## src/rtl/carry_select_pkg.sv

```systemverilog
// Shared constants and helpers for the pipelined carry-select adder/subtractor.
// Optional flag outputs are controlled by the CSA_FLAGS_EN macro in the top.
package carry_select_pkg;

    localparam logic OP_ADD = 1'b0;
    localparam logic OP_SUB = 1'b1;

    // Number of carry-select blocks, which is also the pipeline depth.
    function automatic int nblk(input int width, input int blk);
        return width / blk;
    endfunction

endpackage

```

## src/rtl/csel_block.sv

```systemverilog
// One carry-select block: both carry-in hypotheses are summed in parallel and
// the incoming carry only drives the final 2:1 select.
module csel_block #(
    parameter int BLK = 4
) (
    input  logic [BLK-1:0] a,
    input  logic [BLK-1:0] b,
    input  logic           cin,
    output logic [BLK-1:0] sum,
    output logic           cout
);

    logic [BLK:0] sum_c0;
    logic [BLK:0] sum_c1;

    always_comb begin
        sum_c0 = {1'b0, a} + {1'b0, b};
        sum_c1 = {1'b0, a} + {1'b0, b} + (BLK+1)'(1);
        {cout, sum} = cin ? sum_c1 : sum_c0;
    end

endmodule

```

## src/rtl/carry_select_pipe.sv

```systemverilog
// Pipelined carry-select adder/subtractor, one BLK-bit block resolved per stage,
// valid/ready on both sides. Define CSA_FLAGS_EN to add out_ovf/out_zero.
module carry_select_pipe
    import carry_select_pkg::*;
#(
    parameter int WIDTH = 16,
    parameter int BLK   = 4
) (
    input  logic             clk,
    input  logic             rst,
    input  logic             in_valid,
    output logic             in_ready,
    input  logic [WIDTH-1:0] in_a,
    input  logic [WIDTH-1:0] in_b,
    input  logic             in_cin,
    input  logic             in_sub,
    output logic             out_valid,
    input  logic             out_ready,
    output logic [WIDTH-1:0] out_sum,
    output logic             out_cout
`ifdef CSA_FLAGS_EN
    ,
    output logic             out_ovf,
    output logic             out_zero
`endif
);

    localparam int NBLK = nblk(WIDTH, BLK);
    localparam int LAST = NBLK - 1;

    if ((BLK < 1) || (WIDTH < BLK) || ((WIDTH % BLK) != 0)) begin : g_bad_cfg
        $error("carry_select_pipe: WIDTH must be a non-zero multiple of BLK");
    end

    // Per stage: skewed operands, partially resolved sum, carry into next block.
    logic [NBLK-1:0][WIDTH-1:0] a_q, a_d, b_q, b_d, s_q, s_d;
    logic [NBLK-1:0]            c_q, c_d, v_q, v_d;

    logic [NBLK-1:0][WIDTH-1:0] src_a, src_b, src_s;
    logic [NBLK-1:0]            src_c, src_v;
    logic [NBLK-1:0][BLK-1:0]   blk_sum;
    logic [NBLK-1:0]            blk_cout;
    logic                       adv;

    assign adv       = !v_q[LAST] || out_ready;
    assign in_ready  = adv;
    assign out_valid = v_q[LAST];
    assign out_sum   = s_q[LAST];
    assign out_cout  = c_q[LAST];

    // NOTE: every always_comb output gets a default first so no path can infer a latch.
    always_comb begin
        src_a = '0;
        src_b = '0;
        src_s = '0;
        src_c = '0;
        src_v = '0;
        src_a[0] = in_a;
        src_b[0] = (in_sub == OP_SUB) ? ~in_b : in_b;
        src_c[0] = (in_sub == OP_SUB) ? 1'b1 : in_cin;
        src_v[0] = in_valid;
        for (int k = 1; k < NBLK; k++) begin
            src_a[k] = a_q[k-1];
            src_b[k] = b_q[k-1];
            src_s[k] = s_q[k-1];
            src_c[k] = c_q[k-1];
            src_v[k] = v_q[k-1];
        end
    end

    for (genvar k = 0; k < NBLK; k++) begin : g_blk
        csel_block #(.BLK(BLK)) u_blk (
            .a    (src_a[k][k*BLK +: BLK]),
            .b    (src_b[k][k*BLK +: BLK]),
            .cin  (src_c[k]),
            .sum  (blk_sum[k]),
            .cout (blk_cout[k])
        );
    end

    always_comb begin
        a_d = src_a;
        b_d = src_b;
        s_d = src_s;
        c_d = blk_cout;
        v_d = src_v;
        for (int k = 0; k < NBLK; k++) begin
            s_d[k][k*BLK +: BLK] = blk_sum[k];
        end
    end

    // NOTE: non-blocking assignments for all state so every stage samples the
    // previous stage's pre-edge value; data regs are reset too so out_sum reads 0.
    always_ff @(posedge clk or posedge rst) begin
        if (rst) begin
            a_q <= '0;
            b_q <= '0;
            s_q <= '0;
            c_q <= '0;
            v_q <= '0;
        end else if (adv) begin
            a_q <= a_d;
            b_q <= b_d;
            s_q <= s_d;
            c_q <= c_d;
            v_q <= v_d;
        end
    end

`ifdef CSA_FLAGS_EN
    logic ovf_q, ovf_d, zero_q, zero_d;

    // The operand MSBs ride along untouched, so the last stage still sees a and b'.
    always_comb begin
        ovf_d  = (src_a[LAST][WIDTH-1] == src_b[LAST][WIDTH-1]) &&
                 (s_d[LAST][WIDTH-1] != src_a[LAST][WIDTH-1]);
        zero_d = (s_d[LAST] == '0);
    end

    always_ff @(posedge clk or posedge rst) begin
        if (rst) begin
            ovf_q  <= 1'b0;
            zero_q <= 1'b0;
        end else if (adv) begin
            ovf_q  <= ovf_d;
            zero_q <= zero_d;
        end
    end

    assign out_ovf  = ovf_q;
    assign out_zero = zero_q;
`endif

endmodule

```

## config.mk

```make
export PLATFORM = sky130hd
export DESIGN_NAME = carry_select_pipe
export DESIGN_NICKNAME = d
export VERILOG_FILES = /design/src/rtl/carry_select_pkg.sv /design/src/rtl/csel_block.sv /design/src/rtl/carry_select_pipe.sv
export SDC_FILE = /design/constraint.sdc
export NUM_CORES = 1
export LEC_CHECK = 0
export CORE_MARGIN = 4
export CORE_UTILIZATION = 50
export DETAILED_ROUTE_END_ITERATION = 10
export GPL_TIMING_DRIVEN = 0
export PLACE_DENSITY = 0.75
export SKIP_CTS_REPAIR_TIMING = 1
export SLEW_MARGIN = 20
export SYNTH_ARGS = -nofsm -noshare
export SYNTH_HDL_FRONTEND = slang
export SYNTH_SLANG_ARGS = --single-unit
```

## constraint.sdc

```tcl
create_clock -name clk -period 7.6 [get_ports clk]
set_input_delay 1.52 -clock clk [delete_from_list [all_inputs] [get_ports clk]]
set_output_delay 1.52 -clock clk [all_outputs]
set_load 0.03 [all_outputs]
```

After elaboration in Yosys (flattened, before gate mapping)
Cells that the tools add are included.

storage, ports and cells
  input bits = 38
  word-level logic and storage cells = 29
  register bits = 144
  output and inout port bits = 19

cells by class
  add/sub/neg operators = 8
  mux-type cells = 6
  reduce and logical (&&, ||, !) cells = 2
  bitwise operators = 1

operators by type and width
  kind                                                           number
  4-bit by 4-bit adder with 5-bit output                         4
  5-bit by 1-bit adder with 5-bit output, second input constant  4
  5-bit two-way mux                                              4
  16-bit two-way mux                                             1
  16-bit inverter                                                1
  1-bit zero test                                                1
  1-bit logical OR                                               1
  1-bit two-way mux                                              1

Depth between registers and ports, before layout
  word-level depth = 5
  depth in mapped cells = 10
  gate-level depth less buffers = 8

By module
From an unflattened synthesis, not the netlist that was laid out.

unflattened totals
  cell total of the unflattened synthesis = 360
  area, all modules = 4842.1 sq um

modules (own cells, without submodules)
  module             area an instance (sq um)  times used  cells each  sequential area each (sq um)
  carry_select_pipe  3846.2                    1           224         2402.3
  csel_block         249.0                     4           34          0.0

Worst setup path before layout
OpenSTA, ideal clock, no wires.

  kind = input to output
  start point = input out_ready
  end point = output in_ready
  path buffers = 2
  setup slack = 3828 ps
  data arrival time = 2252 ps
  stages on the path = 4
  required time = 6080 ps
  cell sequence = nor2b_1 > buf_2 > clkinv_1 > clkbuf_1

on the way
  cells in the longest elaborated chain, start to end = 1

ends and longest elaborated chain
  element             RTL line                 source
  start: declaration  carry_select_pipe.sv:18  input logic out_ready,
  1-bit logical OR    carry_select_pipe.sv:45  assign adv = !v_q[LAST] || out_ready;
  end: declaration    carry_select_pipe.sv:12  output logic in_ready,

No other way between the ends.

Worst setup path in the final report
Same ends and word-level chain as after synthesis.

==> results.py <==
metrics = {
    "cts": {
        "htreeDepth": 3,
        "cts_buffers": 9,
        "cts_tree": "built",
        "insertion_delay_ns": 0.37,
        "clk_pin_slew_ns": 0.10,
        "clock_path_buffers": 2,
        "root_buffer": "clkbuf_8",
        "numClockSinks": 96,
    },
    "drt": {
        "drt_wl_total_um": 9199,
        "drc_errors": 0,
        "wl_per_cell_um": 13.59,
        "vias": 3440,
        "vias_per_cell": 5.081,
        "drtPass1Iterations": 4,
        "ant_nets": 0,
        "drt_iter0_drc": 185,
    },
    "floorplan": {
        "rows": 34,
        "die_y_um": 103.0,
        "io_pins": 57,
        "core_mm2": 0.008763,
        "die_area_mm2": 0.01060,
        "start_util_pct": 51.44,
        "die_w_um": 103.0,
    },
    "setup_path": {
        "required_ns": 6.08,
        "cp-start-kind": "input pin",
        "cpMostUsedCell": "clkdlybuf4s50_1",
        "crit_slowest_cell": "clkdlybuf4s50_1",
        "cp_num_buf_inv": 5,
        "critPathTopFamily": "buffers and inverters",
        "critical_path.max_fanout": 10,
        "crit_chain": "clkdlybuf4s50_1 -> nor2b_1 -> buf_2 -> clkinv_1 -> clkbuf_1 -> clkdlybuf4s50_1",
        "end_kind": "primary output",
        "slowest_delay_ns": 0.80,
        "critPathKind": "input pin to primary output",
        "cp.arrival_ns": 3.67,
    },
    "synthesis": {
        "muxShareOfSynthArea_pct": 1.138,
        "netlist_instances": 497,
        "synth-compound-area-share_pct": 6.911,
        "yosys_most_used_dff": "dfrtp_1",
        "synth-seq-cells": 96,
        "ys_seq_area_share_pct": 53.29,
        "synthAdderAreaFrac_pct": 7.327,
        "synth_common_cells": "nand2_1 (224), dfrtp_1 (96), o21ai_0 (26), ha_1 (20), xnor2_1 (18)",
        "yosys.area.top_type": "dfrtp_1",
        "yosys.area_share.simple_pct": 23.37,
        "async_flop_share_pct": 100.0,
        "synthTopCellsByArea": "dfrtp_1 (53%), nand2_1 (19%), ha_1 (5.6%)",
        "synth_top_family_by_area": "simple AND/OR/NAND/NOR gates",
        "synthesis.area_mm2": 0.004508,
        "syn_avg_cell_area_um2": 9.071,
        "yosysUniqueCellTypes": 32,
        "synth_xor_xnor_area_share_pct": 5.357,
        "yosysWarnings": 0,
        "synth_nets": 559,
        "yosysTopAreaCellShare_pct": 53.29,
        "synth_most_common_cell": "nand2_1",
        "synth_edf_count": 0,
    },
    "timing": {
        "tns_ns": 0,
        "tightest_slew_ns": 0.6687,
        "post-route-period-util_pct": 68.35,
        "finalWorstSetupSlack_ns": 2.406,
        "slew_headroom_pct": 55.42,
        "finalClockSkew_ns": 0.01577,
        "drv_slew": 0,
        "setup_viol": 0,
        "finalHoldViolCount": 0,
        "period_needed_ns": 5.194,
        "rsz0062_at_grt": "false",
        "max_freq_mhz": 192.5,
    },
    "min_path": {
        "hold_path.class": "flop to flop",
    },
    "global_routing": {
        "grt_pass1_vias": 3487,
        "grt-ovfl-total": 0,
        "track_usage_pct": 19.34,
        "grt_pass1_wl_um": 16100,
        "grt_max_degree": 68,
        "antenna_found_initial": 0,
    },
    "placement": {
        "gp_congestion": 0.8534,
        "io_buffers": 55,
        "hpwl_um": 6895,
        "place_ws_ns": 2.401,
        "place_area_mm2": 0.005226,
    },
    "layout": {
        "drive_gt1_share_pct": 4.218,
        "syn2layout_area_growth_pct": 20.48,
        "nets": 626,
        "stdcell_area_mm2": 0.005431,
        "n_antenna_cell": 0,
    },
    "status": {
        "status": "finished clean",
    },
    "pwr": {
        "p_per_area_mw_per_mm2": 403.2,
        "leakagePower_nw": 2.621,
        "ir_drop_mv": 0.1258,
    },
    "flow_run": {
        "drv_cap": 0,
    },
}
metrics by stage:
stage          util [%]  hold slack (ns)  power, mW  cells
3_3_place_gp      59.27           0.4473      1.811    660
3_5_place_dp      59.64           0.4516      1.857    661
5_1_grt           61.98           0.4969      2.389    677
6_report          61.98           0.4699      2.190    677
4_1_cts           61.98           0.4752      2.201    677
2_1_floorplan         -           0.4300      1.553    497
logic make-up after synthesis:
kind of cell	count (synthesis)
fa+ha+maj	24
buf+inv	29
xor+xnor	26
flops	96
simple gates	262
mux	5
compound gates	55
power breakdown:
group	internal [mW]	switching [mW]	total (mW)
Clock	0.158	0.185	0.343
Combinational	0.405	0.564	0.969
Sequential	0.738	0.139	0.877
Total	1.30	0.889	2.19
registers in the layout, summed over array words and instances, names as in the netlist:
signal / cells
a_d: 24
b_d: 24
s_d: 24
out_sum: 16
c_q: 4
v_q: 4
cell usage in the layout (no fill, tap or decap), drive strengths merged, types with 13 or more instances in the layout:
cell type / count
a21oi: 17
xnor2: 18
ha: 20
nand2: 224
buf: 13
dfrtp: 96
o21ai: 26
clkbuf: 21
clkdlybuf4s50: 55
layout make-up:
class / count / area [µm²]
Tap cell: 108 / 135.1
Multi-Input combinational cell: 372 / 1988
Timing Repair Buffer: 56 / 578.1
Buffer: 23 / 95.09
Fill cell: 766 / 3332
Clock buffer: 10 / 127.6
Clock inverter: 6 / 77.57
Inverter: 6 / 27.53
Sequential cell: 96 / 2402
routing by layer:
layer	vias to the layer above	share of wire [%]	GRT usage, %
li1	1740	-	-
met1	1598	45	25.96
met2	87	48	31.72
met3	15	4.8	2.639
met4	0	2.0	7.968
met5	-	0	0
path summary, 6_finish.rpt:
path / depth (start not counted) / slack (ns) / start / to
setup reg to reg: 7 / 5.35 / b_d[40] / c_q[2]
hold / removal: 2 / 0.47 / s_d[34] / s_d[50]
max in group asynchronous: 3 / 5.51 / rst / b_d[31]
setup / recovery: 6 / 2.41 / out_ready / in_ready
min in group asynchronous: 2 / 1.48 / rst / out_sum[3]
hold reg to reg: 2 / 0.47 / s_d[34] / s_d[50]
worst reg2reg max path, stage by stage, from the launching register on:
cell and delay (ns):
dfrtp_1 0.42, ha_1 0.22, fa_1 0.53, ha_1 0.16, nand2_1 0.06, or2_1 0.25, o31a_1 0.30, o31ai_1 0.21
Power figures use the tool's default switching activity.
==> RTL edit, RTL diff (same flow settings) <==
The option `CSA_FLAGS_EN` is turned on by a define.
--- a/src/rtl/carry_select_pipe.sv
+++ b/src/rtl/carry_select_pipe.sv
@@ -1,5 +1,7 @@
 // Pipelined carry-select adder/subtractor, one BLK-bit block resolved per stage,
 // valid/ready on both sides. Define CSA_FLAGS_EN to add out_ovf/out_zero.
+`define CSA_FLAGS_EN
+
 module carry_select_pipe
     import carry_select_pkg::*;
 #(
Formal check against the unedited RTL (old outputs only; new: out_ovf and out_zero): equivalent (equiv_simple and equiv_induct, registers matched by name and starting in step).
==> RTL edit against the unedited design <==
- combinational power up 14%
- wire length up 1.3%
- critical path depth up 1
- total power up 7.9%
- design area up 3.0%
- setup slack better by 0.14 ns
- sequential cell count up 2
- area after synthesis up 2.9%
- largest power group unchanged
- highest routed layer unchanged
==> RTL edit: results (changes against the unedited design) <==
outcome: "finished, final reports clean"
yosysUniqueCellTypes: 34  # +6.3%
root_buffer: "clkbuf_8"
clk_path_buf_depth: 2  # unchanged
min_from: "a_d[31]"
numCtsBuffers: 9  # unchanged
ys_warn_count: 0  # unchanged
yosysSeqAreaShare_pct: 52.9  # -0.40 points
drive_gt1_share_pct: 5.70  # +1.5 points
place_congestion: 0.810  # -5.1%
track_usage_pct: 18.1  # -1.2 points
syn-num-nets: 567  # +1.4%
crit_path_top_delay_cell: "clkdlybuf4s50_1"
crit_fanout: 10  # unchanged
port_buffers: 57  # +3.6%
dp_hpwl_mm: 7.08  # +2.6%
ir_drop_uv: 154  # +22%
h-tree-depth: 3  # unchanged
crit_path_end: "in_ready"
timing_worst_setup_path_type: "input port to primary output"
crit_family: "buffers and inverters"
ff2ff_path_depth: 10  # +3
p_leak_nw: 2.73  # +4.3%
antenna_found_initial: 0  # unchanged
fill_cells: 748  # -2.3%
grt_pass1_wl_mm: 15.9  # -1.2%
synthFlopType: "dfrtp_1"
worstPathArrival_ns: 3.54  # -0.13 ns
synth-async-reset-ratio_pct: 100  # unchanged
wl_per_cell_um: 13.6  # -0.14%
r2r_slack_ns: 5.15  # -0.20 ns
clk_latency_ns: 0.36
num-nets-final: 636  # +1.6%
grt_max_degree: 62  # -8.8%
antenna_cells: 0  # unchanged
slowest_delay_ns: 0.72  # -0.08 ns
clk_pin_slew_ns: 0.10  # about the same
synth.area.top_cells: "dfrtp_1, nand2_1, ha_1"
drtIter0Drc: 199  # +7.6%
crit_start: "out_ready"
hp-class: "register to register"
firstDrtPassIters: 4  # unchanged
vias: 3440  # unchanged
synth_common_cells: "nand2_1, dfrtp_1, o21ai_0"
timing.rr.start: "a_d[60]"
rr_endpoint: "out_zero"
skew_ns: 0.0139  # -0.00185 ns
tightestPinTransition_ns: 0.588  # -0.0809 ns
RTL edit: changes by cell type in the layout (fill, tap and decap cells not counted), sizes merged, moves of 4 or more:
cell and delta:
and3 -4, inv +11, nand2 -16, nand3 -6
nor2 +14, o31a -4, xor2 +8
RTL edit: logic make-up (layout without fill, tap and decap cells):
kind of cell,count (synthesis),count (layout),synth area share [%]
XOR/XNOR,37,37,7.29
AND/OR/NAND/NOR,244,244,21.0
buffers and inverters,40,114,3.48
adder cells (fa/ha/maj),24,24,7.12
AO/OA/AOI/OAI,59,59,7.50
multiplexers,3,3,0.702
flip-flops,98,98,52.9
RTL edit: layer usage:
metal	GRT usage, %	share of wire (%)
met1	23.9	45
met5	0	0
met3	4.03	6.1
met2	29.8	48
met4	5.79	1.6
RTL edit: cell type report:
type                    count  area, um^2  area share, %
plain buffers              23        97.6           1.74
clock buffers              10         128           2.28
clock inverters             6        90.1           1.61
inverters                  17        68.8           1.23
multi-input cells         367        2020           36.2
flip-flops and latches     98        2450           43.8
well taps                 108         135           2.42
repair buffers             58         598           10.7
RTL edit: through the flow:
step                cells  setup WS [ns]  total power (W)  instance area (um^2)  hold WS, ns
finish                687           2.54          0.00236                  5590        0.461
global route          687           2.41          0.00255                  5590        0.480
CTS                   687           2.55          0.00238                  5590        0.467
detailed placement    671           2.55          0.00201                  5380        0.456
global placement      670           2.20          0.00195                  5340        0.449
floorplan             505           3.52          0.00167                  4640        0.430
RTL edit: tightest hold or removal path: stages (launching register included):
cell     delay, ns
dfrtp_1       0.35
nand2_1       0.05
nand2_1       0.05
RTL edit: how the worst min path moves through the flow:
stage	depth (start not counted)	slack (ns)	to
after floorplan	2	0.43	v_q[2]
after global placement	2	0.45	v_q[2]
after detailed placement	2	0.46	a_d[47]
after CTS	2	0.47	a_d[47]
after global routing	2	0.48	a_d[47]
final	2	0.46	a_d[47]
RTL edit: where the power goes:
part / total (W) / internal, W / switching (W)
Combinational: 0.00110 / 0.000473 / 0.000627
Clock: 0.000367 / 0.000187 / 0.000181
Sequential: 0.000895 / 0.000753 / 0.000142
Total: 0.00236 / 0.00141 / 0.000950
